--- src/rtl/spc_stack_ctl.sv ---
// Stack controller over a 32xWIDTH strobe-latched RAM: push, pop and exchange.
// Optional SPC_OVF_TRAP_EN: reject overflow/underflow and set sticky err.
module spc_stack_ctl #(
    parameter int WIDTH = 19,
    parameter int AW    = 5
) (
    input  logic             clk,
    input  logic             reset,
    input  logic             push,
    input  logic             pop,
    input  logic [WIDTH-1:0] wdata,
    output logic             ready,
    output logic             ack,
    output logic [WIDTH-1:0] rdata,
    output logic [AW-1:0]    ptr,
    output logic             empty,
    output logic             full,
    output logic             err,
    output logic [AW-1:0]    ram_addr,
    output logic [WIDTH-1:0] ram_din,
    input  logic [WIDTH-1:0] ram_dout,
    output logic             ram_ce,
    output logic             ram_we_n,
    output logic             ram_strobe
);

    localparam int DEPTH = 2**AW;
    localparam logic [AW:0] CNT_MAX = (AW+1)'(DEPTH);

    typedef enum logic [1:0] {IDLE, WR, STB, CAP} state_t;

    typedef struct packed {
        logic             xchg;
        logic [WIDTH-1:0] data;
    } op_t;

    state_t      state;
    op_t         op;
    logic [AW:0] count;
    logic [AW:0] cnt_inc, cnt_dec, cnt_xchg;
    logic        reject;

    always_comb begin
        cnt_inc  = (count == CNT_MAX) ? count : count + 1'b1;
        cnt_dec  = (count == '0) ? count : count - 1'b1;
        cnt_xchg = (count == '0) ? (AW+1)'(1) : count;
    end

`ifdef SPC_OVF_TRAP_EN
    // an exchange on an empty stack counts as a rejected pop
    assign reject = (push && !pop && full) || (pop && empty);
`else
    assign reject = 1'b0;
`endif

    always_ff @(posedge clk) begin
        if (reset) begin
            state      <= IDLE;
            op         <= '0;
            ptr        <= '1;
            count      <= '0;
            empty      <= 1'b1;
            full       <= 1'b0;
            err        <= 1'b0;
            ack        <= 1'b0;
            ready      <= 1'b1;
            rdata      <= '0;
            ram_addr   <= '0;
            ram_din    <= '0;
            ram_ce     <= 1'b0;
            ram_we_n   <= 1'b1;
            ram_strobe <= 1'b0;
        end else begin
            ack <= 1'b0;
            case (state)
                IDLE: begin
                    if (push || pop) begin
                        if (reject) begin
`ifdef SPC_OVF_TRAP_EN
                            err <= 1'b1;
`endif
                            ack <= 1'b1;
                        end else if (push && !pop) begin
                            state    <= WR;
                            ready    <= 1'b0;
                            op       <= '{xchg: 1'b0, data: wdata};
                            ram_addr <= ptr + 1'b1;
                            ram_din  <= wdata;
                            ram_we_n <= 1'b0;
                            ram_ce   <= 1'b1;
                        end else begin
                            state      <= STB;
                            ready      <= 1'b0;
                            op         <= '{xchg: push, data: wdata};
                            ram_addr   <= ptr;
                            ram_strobe <= 1'b1;
                            ram_ce     <= 1'b1;
                        end
                    end
                end
                STB: begin
                    ram_strobe <= 1'b0;
                    state      <= CAP;
                end
                CAP: begin
                    // RAM latched its output on the strobe fall; take it now
                    rdata <= ram_dout;
                    if (op.xchg) begin
                        state    <= WR;
                        ram_din  <= op.data;
                        ram_we_n <= 1'b0;
                    end else begin
                        state  <= IDLE;
                        ready  <= 1'b1;
                        ack    <= 1'b1;
                        ram_ce <= 1'b0;
                        ptr    <= ptr - 1'b1;
                        count  <= cnt_dec;
                        empty  <= (cnt_dec == '0);
                        full   <= (cnt_dec == CNT_MAX);
                    end
                end
                WR: begin
                    state    <= IDLE;
                    ready    <= 1'b1;
                    ack      <= 1'b1;
                    ram_we_n <= 1'b1;
                    ram_ce   <= 1'b0;
                    if (op.xchg) begin
                        count <= cnt_xchg;
                        empty <= (cnt_xchg == '0);
                        full  <= (cnt_xchg == CNT_MAX);
                    end else begin
                        ptr   <= ptr + 1'b1;
                        count <= cnt_inc;
                        empty <= (cnt_inc == '0);
                        full  <= (cnt_inc == CNT_MAX);
                    end
                end
                default: state <= IDLE;
            endcase
        end
    end

endmodule

--- config.mk ---
export PLATFORM = sky130hd
export DESIGN_NAME = spc_stack_ctl
export DESIGN_NICKNAME = d
export VERILOG_FILES = /design/src/rtl/spc_stack_ctl.sv
export SDC_FILE = /design/constraint.sdc
export NUM_CORES = 1
export LEC_CHECK = 0
export BUFFER_PORTS_ARGS = -buffer_cell sky130_fd_sc_hd__buf_2
export CAP_MARGIN = 20
export CORE_MARGIN = 1
export CORE_UTILIZATION = 53
export DETAILED_ROUTE_END_ITERATION = 8
export GPL_TIMING_DRIVEN = 0
export PLACE_DENSITY_LB_ADDON = 0.3
export SLEW_MARGIN = 40
export SYNTH_ARGS = -nofsm -noshare
export SYNTH_HDL_FRONTEND = slang
export SYNTH_SLANG_ARGS = --single-unit
--- constraint.sdc ---
create_clock -name clk -period 2.5 [get_ports clk]
set_clock_uncertainty 0.15 [all_clocks]
set_input_delay 0.375 -clock clk [delete_from_list [all_inputs] [get_ports clk]]
set_output_delay 0.375 -clock clk [all_outputs]
set_load 0.005 [all_outputs]
==> qor.yml, run 1 <==
vias: 3975
netlist_instances: 498
routed_wl_um: 10400
clockBufferDepth: 2
crit_slowest_cell: "a221o_1"
syn-num-nets: 545
yosysSeqAreaShare_pct: 43.4
cp-end-kind: "flip-flop"
power.total_mw: 3.20
pre_cts_ws_ns: -0.0818
cts_tree: "done"
final_core_util_pct: 67.5
critPathLaunchType: "flip-flop"
finalMaxSlewViolations: 0
cp_cell_sequence: "clkbuf_4 -> inv_2 -> ha_4 -> nor3b_4 -> nand2_2 -> ha_1 -> nand2_1 -> a221o_1 -> o31ai_2"
yosysUniqueCellTypes: 60
rsz0062_at_grt: "false"
ys_warn_count: 0
whs_ns: 0.0944
num-nets-final: 651
cp_max_fo: 10
r2r_cells: 9
hold_violations: 0
synth-edff-count: 0
hp-start: "ram_dout[7]"
p_per_area_nw_per_um2: 688
htree_num_levels: 3
synth_top_area_share_pct: 43.4
synth-seq-cells: 83
grt_first_pass_wirelength_um: 16900
wl_per_cell_um: 14.8
final_area_um2: 4660
worstReg2RegStart: "count[1]"
cp_slowest_stage_delay_ns: 0.39
synth_top_area_cell: "dfxtp_1"
layout_common_cells: "139 x nand2_1, 101 x buf_2, 83 x dfxtp_1"
clock-sinks: 83
mostFrequentLayoutCell: "nand2_1"
ios: 98
critical_path_arrival_ns: 2.46
crit_family: "compound AO/OA/AOI/OAI gates"
hold_class: "in2reg"
rows: 30
antenna_left: 0
synth_ff_type: "dfxtp_1"
crit_buf_inv: 2
r2r_slack_ns: 0.18
io_buffers: 94
grt_max_degree: 17
clock-root-buffer: "clkbuf_8"
holdBufCountCts: 0
setup_viol: 0
antennaDiodeCount: 0
maxCapViolations: 0
status: "complete, no violations"
clkSlewWorstSetupHoldPaths_ns: 0.09
path_depth: 9
start_util_pct: 55.5
worstSetupEndpoint: "full"
worstMarginPinSlew_ns: 0.718
path_class: "reg2reg"
globalplace.congestion: 0.868
synth_area_um2: 3830
place_area_um2: 4420
grt.total_usage_pct: 28.5
grt_pass1_vias: 3626
crit_required_ns: 2.64
rr_endpoint: "full"
power.leakage_nw: 1.98
synthToLayoutAreaGrowth_pct: 21.6
dieArea_um2: 7570
avgViaCountPerCell: 5.64
overflow: 0
period_minus_slack_ns: 2.32
synth_area_leaders: "dfxtp_1 43%, nand2_1 14%, a21oi_1 7.2%"
post-route-drc-count: 0
fmax_ghz: 0.430
antenna_found_initial: 0
die_x_um: 87.0
core_um2: 6910
drt_iter0_drc: 222
setup_ws_ns: 0.176
slew_headroom_pct: 51.8
die_h_um: 87.0
async_flop_share_pct: 0
drive_above_1_share_pct: 22.5
post-route-period-util_pct: 93.0
cts_buffers: 9
clock_latency_ns: 0.36
critPathLaunch: "count[1]"
drtPass1Iterations: 5
irDropWorstVdd_v: 0.000347
avgSynthCellArea_um2: 7.69
dp_hpwl_um: 7280
worst min-delay path by stage:
stage / end / cells past startpoint
after floorplan: op[0] / 2
after global placement: ready / 2
after detailed placement: ready / 2
after CTS: rdata[7] / 3
after global routing: rdata[3] / 3
final: rdata[7] / 3
power breakdown:
| part | internal, mW | leakage, nW | switching, mW |
|---|---|---|---|
| sequential | 1.42 | 0.680 | 0.0605 |
| clock | 0.481 | 0.104 | 0.547 |
| combinational | 0.292 | 1.20 | 0.408 |
| total | 2.19 | 1.98 | 1.02 |
worst reg2reg max path: cells and delay by family (launching register included):
kind / cells / cell delay [ns]
compound gates: 2 / 0.60
buf+inv: 2 / 0.28
simple gates: 3 / 0.42
fa+ha+maj: 2 / 0.49
flops: 1 / 0.32
metal layers:
layer	wire length, um	GRT usage, %	vias to the layer above
li1	-	-	1929
met1	4620	38.0	1833
met2	4770	45.4	198
met3	880	7.01	15
met4	136	8.94	0
met5	0	0	-
logic make-up after synthesis:
| family | share of synthesized area (%) |
|---|---|
| xor gates and xnor gates | 1.37 |
| adders and majority gates | 1.63 |
| and+or+nand+nor | 26.1 |
| DFF | 43.4 |
| AOI/OAI and AO/OA | 20.7 |
| buffers and inverters | 5.45 |
| other | 0.0979 |
| muxes | 1.34 |
cell type report:
class	count	area (um^2)
Clock buffer	9	124
Inverter	9	33.8
Tap cell	96	120
Fill cell	636	2250
Sequential cell	83	1660
Clock inverter	7	82.6
Timing Repair Buffer	95	478
Multi-Input combinational cell	365	1980
Buffer	41	178
repair_timing:
action,CTS,global route
buffers inserted,1,0
gates resized for setup,1,6
pin swaps,0,1
setup endpoints to repair,1,1
endpoints found under the hold margin,0,0
registers in the layout, indices dropped and copies added, names as in the netlist:
register / count
rdata: 19
empty: 1
ram_strobe: 1
ram_addr: 5
state: 2
ram_din: 19
ram_ce: 1
op: 20
count: 6
ack: 1
full: 1
ptr: 5
ram_we_n: 1
ready: 1
metrics by stage:
step,setup TNS [ns],std cells
2_1_floorplan,0,498
3_3_place_gp,-0.148,688
3_5_place_dp,-0.0818,688
4_1_cts,0,705
5_1_grt,0,705
6_report,0,705
synthesized netlist by cell type, types with 3 or more instances:
cell      count
buf_2         8
a211o_1       3
a21oi_1      55
xnor2_1       5
nand4_1       3
a311oi_1     20
clkbuf_1     29
o21ai_1       5
o21ai_0       6
nand2b_1     10
nor3_1        4
ha_1          5
nand2_1     140
nor2b_1       6
a211oi_1      6
nor2_1       39
dfxtp_1      83
inv_1         9
mux2i_1       4
nand3_1       9
(Power assumes the default switching activity.)
==> run 2: changes to the inputs <==
Settings changed: GPL_TIMING_DRIVEN 0 to 1, SETUP_SLACK_MARGIN set to 0.05.
==> run 2 against run 1 <==
Effect of this change:
- sequential share of layout area rose by 0.39 points
- flip-flop and latch count did not move
- fmax rose by 2.6%
- clock power fell by 17%
- wire length shrank 9.5%
- via count decreased by 6.3%
- non-clock buffer count decreased by 19
- critical path depth shrank 2
- combinational power shrank 3.4%
==> qor.yml, run 2 (same netlist as run 1, synthesis figures left out) <==
die_x_um: 87.0
core_um2: 6910
irDropWorstVdd_v: 0.000467
cp_max_fo: 6
layout_common_cells: "140 x nand2_1, 96 x buf_2, 83 x dfxtp_1"
worstReg2RegStart: "count[0]"
critical_path_arrival_ns: 2.38
grt_pass1_vias: 3557
top_register: "op"
crit_required_ns: 2.61
drt_iter0_drc: 251
die_h_um: 87.0
globalplace.congestion: 0.899
cp-end-kind: "flip-flop"
status: "complete, no violations"
power.total_mw: 3.02
finalMaxSlewViolations: 0
drtPass1Iterations: 5
start_util_pct: 55.5
maxCapViolations: 0
hold_class: "in2reg"
wl_per_cell_um: 13.8
fin_tns_setup_ns: 0
largest_register_ffs: 20
overflow: 0
antennaDiodeCount: 0
grt_max_degree: 40
dieArea_um2: 7570
num-fill-cells: 649
rows: 30
synthToLayoutAreaGrowth_pct: 20.3
multi_input_area_um2: 1990
hold_violations: 0
drive_above_1_share_pct: 24.8
worstMarginPinSlew_ns: 0.734
mostFrequentLayoutCell: "nand2_1"
fmax_ghz: 0.442
setup_viol: 0
power.leakage_nw: 1.99
rsz0062_at_grt: "false"
clock-root-buffer: "clkbuf_8"
regArea_um2: 1660
clock-sinks: 83
whs_path_depth: 3
clockBufferDepth: 2
whs_endpoint: "rdata[7]"
path_class: "reg2reg"
grt_first_pass_wirelength_um: 16100
antenna_left: 0
period_minus_slack_ns: 2.26
p_per_area_nw_per_um2: 654
hp-start: "ram_dout[7]"
post-route-drc-count: 0
cts_buffers: 9
slew_headroom_pct: 51.1
r2r_slack_ns: 0.24
clock_latency_ns: 0.35
avgViaCountPerCell: 5.44
dp_hpwl_um: 6540
grt.total_usage_pct: 26.8
clkSlewWorstSetupHoldPaths_ns: 0.09
rr_endpoint: "full"
ios: 98
num-nets-final: 632
routed_wl_um: 9420
whs_ns: 0.107
cts_tree: "done"
post-route-period-util_pct: 90.6
vias: 3725
io_buffers: 96
r2r_cells: 7
reg_top3: "op: 20 flops, ram_din: 19 flops, rdata: 19 flops"
htree_num_levels: 3
critPathLaunchType: "flip-flop"
antenna_found_initial: 0
[run 2: area by class of cell]
type                    count  share of cell area [%]
clock buffers              11                    3.07
well taps                  96                    2.61
flip-flops and latches     83                    36.0
repair buffers            117                    13.8
multi-input cells         365                    43.1
inverters                   9                   0.733
clock inverters             4                   0.597
[run 2: per-stage QoR]
step | instances | instance area, um^2 | setup slack (ns) | utilization [%]
final | 685 | 4610 | 0.235 | 66.7
after global routing | 685 | 4610 | 0.0959 | 66.7
after CTS | 683 | 4590 | 0.116 | 66.4
after detailed placement | 668 | 4420 | 0.155 | 63.9
after global placement | 668 | 4420 | 0.194 | 63.9
after floorplan | 498 | 3830 | 0.251 | -
[run 2: repair_timing]
action,in CTS,in global routing
endpoints found under the setup margin,0,2
gates resized for setup,0,2
hold buffers,0,0
buffers inserted,0,2
[run 2: worst max-delay path, cell delays in order (launching register included)]
cell and delay, ns:
dfxtp_1 0.32, inv_1 0.10, ha_2 0.23, or3b_4 0.43
nor3_2 0.21, o311ai_1 0.14, a221o_1 0.39, o31ai_2 0.21
[run 2: worst max-delay path by stage]
stage           end  cells after the start  slack (ns)     start
6_report       full                      7        0.24  count[0]
5_1_grt        full                      8         0.1  count[0]
4_1_cts        full                      8        0.12  count[0]
3_5_place_dp   full                      8        0.16  count[0]
3_3_place_gp   full                      8        0.19  count[0]
2_1_floorplan  full                      9        0.25  count[1]
[run 2: per-layer routing]
| layer | share of wire (%) | GRT usage (%) |
|---|---|---|
| met1 | 46 | 34.6 |
| met2 | 46 | 43.7 |
| met3 | 6.1 | 5.88 |
| met4 | 1.3 | 10.3 |
| met5 | 0 | 0 |
[run 2: power by group]
| part | internal (mW) | switching, mW |
|---|---|---|
| combinational | 0.299 | 0.378 |
| sequential | 1.41 | 0.0668 |
| clock | 0.383 | 0.473 |
| total | 2.10 | 0.918 |
==> run 3: changes to the inputs <==
Settings changed: CORE_ASPECT_RATIO set to 0.75, CTS_CLUSTER_DIAMETER set to 100, GPL_TIMING_DRIVEN 1 to 0.
==> run 3 against run 2 <==
Effect of this change:
- sequential share of layout area fell by 0.13 points
- power rose by 1.2%
- core utilization rose by 0.33 points
- count of clock-buffer cells in the layout fell by 1
- hold slack got worse by 0.010 ns
- die area barely moved
- cell area rose by 0.35%
- wire length rose by 12%
- sequential power barely moved
- first-iteration DRC count rose by 32%
- fmax fell by 4.1%
- highest routed layer unchanged
==> qor.yml, run 3 (same netlist as run 1, synthesis figures left out) <==
dieArea_um2: 7580
critical_path_arrival_ns: 2.49
rsz0062_at_grt: "false"
antenna_found_initial: 0
antennaDiodeCount: 0
clock-root-buffer: "clkbuf_8"
grt_max_degree: 15
clockBufferDepth: 2
htree_num_levels: 3
critPathLaunch: "count[1]"
power.total_mw: 3.05
hold_violations: 0
cp_slowest_stage_delay_ns: 0.42
num-nets-final: 651
antenna_left: 0
fmax_ghz: 0.423
clock-sinks: 83
p_sw_uw: 982
grt.total_usage_pct: 28.5
die_h_um: 75.6
clock_latency_ns: 0.36
final_core_util_pct: 67.1
worstMarginPinSlew_ns: 0.780
critPathLaunchType: "flip-flop"
io_buffers: 94
r2r_cells: 8
dp_hpwl_um: 7620
whs_path_depth: 3
swShare_pct: 32.2
drt_iter0_drc: 332
clkSlewWorstSetupHoldPaths_ns: 0.08
finalMaxSlewViolations: 0
power_frac_seq_pct: 48.3
vias: 3975
cp_max_fo: 10
die_x_um: 100
grt_first_pass_wirelength_um: 16700
overflow: 0
top_register: "op"
routed_wl_um: 10500
grt_pass1_vias: 3493
clkPwrFrac_pct: 28.4
pwr-share-comb_pct: 23.2
power.internal_mw: 2.07
cp_cell_sequence: "buf_4 -> inv_2 -> ha_4 -> or3b_4 -> nor3_2 -> o311ai_1 -> a221o_1 -> o31ai_2"
fin_tns_setup_ns: 0
rows: 26
cp-end-kind: "flip-flop"
avgViaCountPerCell: 5.62
reg_top3: "op: 20 flops, ram_din: 19 flops, rdata: 19 flops"
mostFrequentLayoutCell: "nand2_1"
cts_tree: "done"
whs_ns: 0.0963
setup_ws_ns: 0.138
place_area_um2: 4420
pre_cts_ws_ns: -0.119
drive_above_1_share_pct: 22.5
layout_common_cells: "139 x nand2_1, 101 x buf_2, 83 x dfxtp_1"
power.leakage_nw: 1.96
worstReg2RegStart: "count[1]"
core_um2: 6900
final_area_um2: 4630
status: "complete, no violations"
dp.cells: 690
hold_class: "in2reg"
setup_viol: 0
ios: 98
hp-start: "ram_dout[6]"
cts_buffers: 9
largest_register_ffs: 20
holdBufCountCts: 0
post-route-drc-count: 0
fin_cells: 707
start_util_pct: 55.6
p_per_area_nw_per_um2: 660
slew_headroom_pct: 47.6
synthToLayoutAreaGrowth_pct: 20.7
path_class: "reg2reg"
drtPass1Iterations: 5
crit_slowest_cell: "or3b_4"
wl_per_cell_um: 14.9
globalplace.congestion: 0.872
irDropWorstVdd_v: 0.000418
crit_required_ns: 2.63
post-route-period-util_pct: 94.5
maxCapViolations: 0
period_minus_slack_ns: 2.36
run 3: changes by cell type in the layout (fill, tap and decap cells not counted), moves of 3 or more:
cell | previous run | this run
buf_2 | 96 | 101
buf_4 | 21 | 3
clkbuf_1 | 1 | 29
clkinvlp_4 | 0 | 3
run 3: path summary, 6_finish.rpt:
kind | to | slack, ns
worst max-delay path | full | 0.14
worst min-delay path | rdata[6] | 0.1
worst max register to register | full | 0.14
worst min register to register | ready | 0.29
run 3: worst max-delay path, delay by kind of cell, from the launching register on:
family | cells | cell delay (ns)
AO/OA/AOI/OAI | 3 | 0.75
AND/OR/NAND/NOR | 2 | 0.62
flip-flops | 1 | 0.32
buffers and inverters | 2 | 0.27
adder cells (fa/ha/maj) | 1 | 0.16
run 3: power by group through the flow:
stage / clock network, mW / logic, mW / registers (mW)
final: 0.868 / 0.708 / 1.47
after global routing: 0.919 / 0.783 / 1.49
after CTS: 0.877 / 0.685 / 1.47
after detailed placement: 0 / 0.667 / 1.50
after global placement: 0 / 0.653 / 1.50
after floorplan: 0 / 0.448 / 1.50
run 3: area by class of cell:
type	instances	area (um^2)
Buffer	41	179
Clock buffer	10	128
Clock inverter	6	41.3
Fill cell	628	2270
Inverter	9	33.8
Multi-Input combinational cell	365	1980
Sequential cell	83	1660
Tap cell	98	123
Timing Repair Buffer	95	478
run 3: timing repair:
action,4_1_cts,5_1_grt
setup buffers,1,0
pin swaps,0,0
gates resized for setup,3,6
setup endpoints to repair,2,8
run 3: layer usage:
layer | track usage, % | up-vias | part of all wire (%)
met5 | 0 | - | 0
met4 | 8.86 | 0 | 1.3
met3 | 6.88 | 11 | 8.6
met2 | 44.7 | 193 | 44
met1 | 39.2 | 1850 | 46
li1 | - | 1921 | -
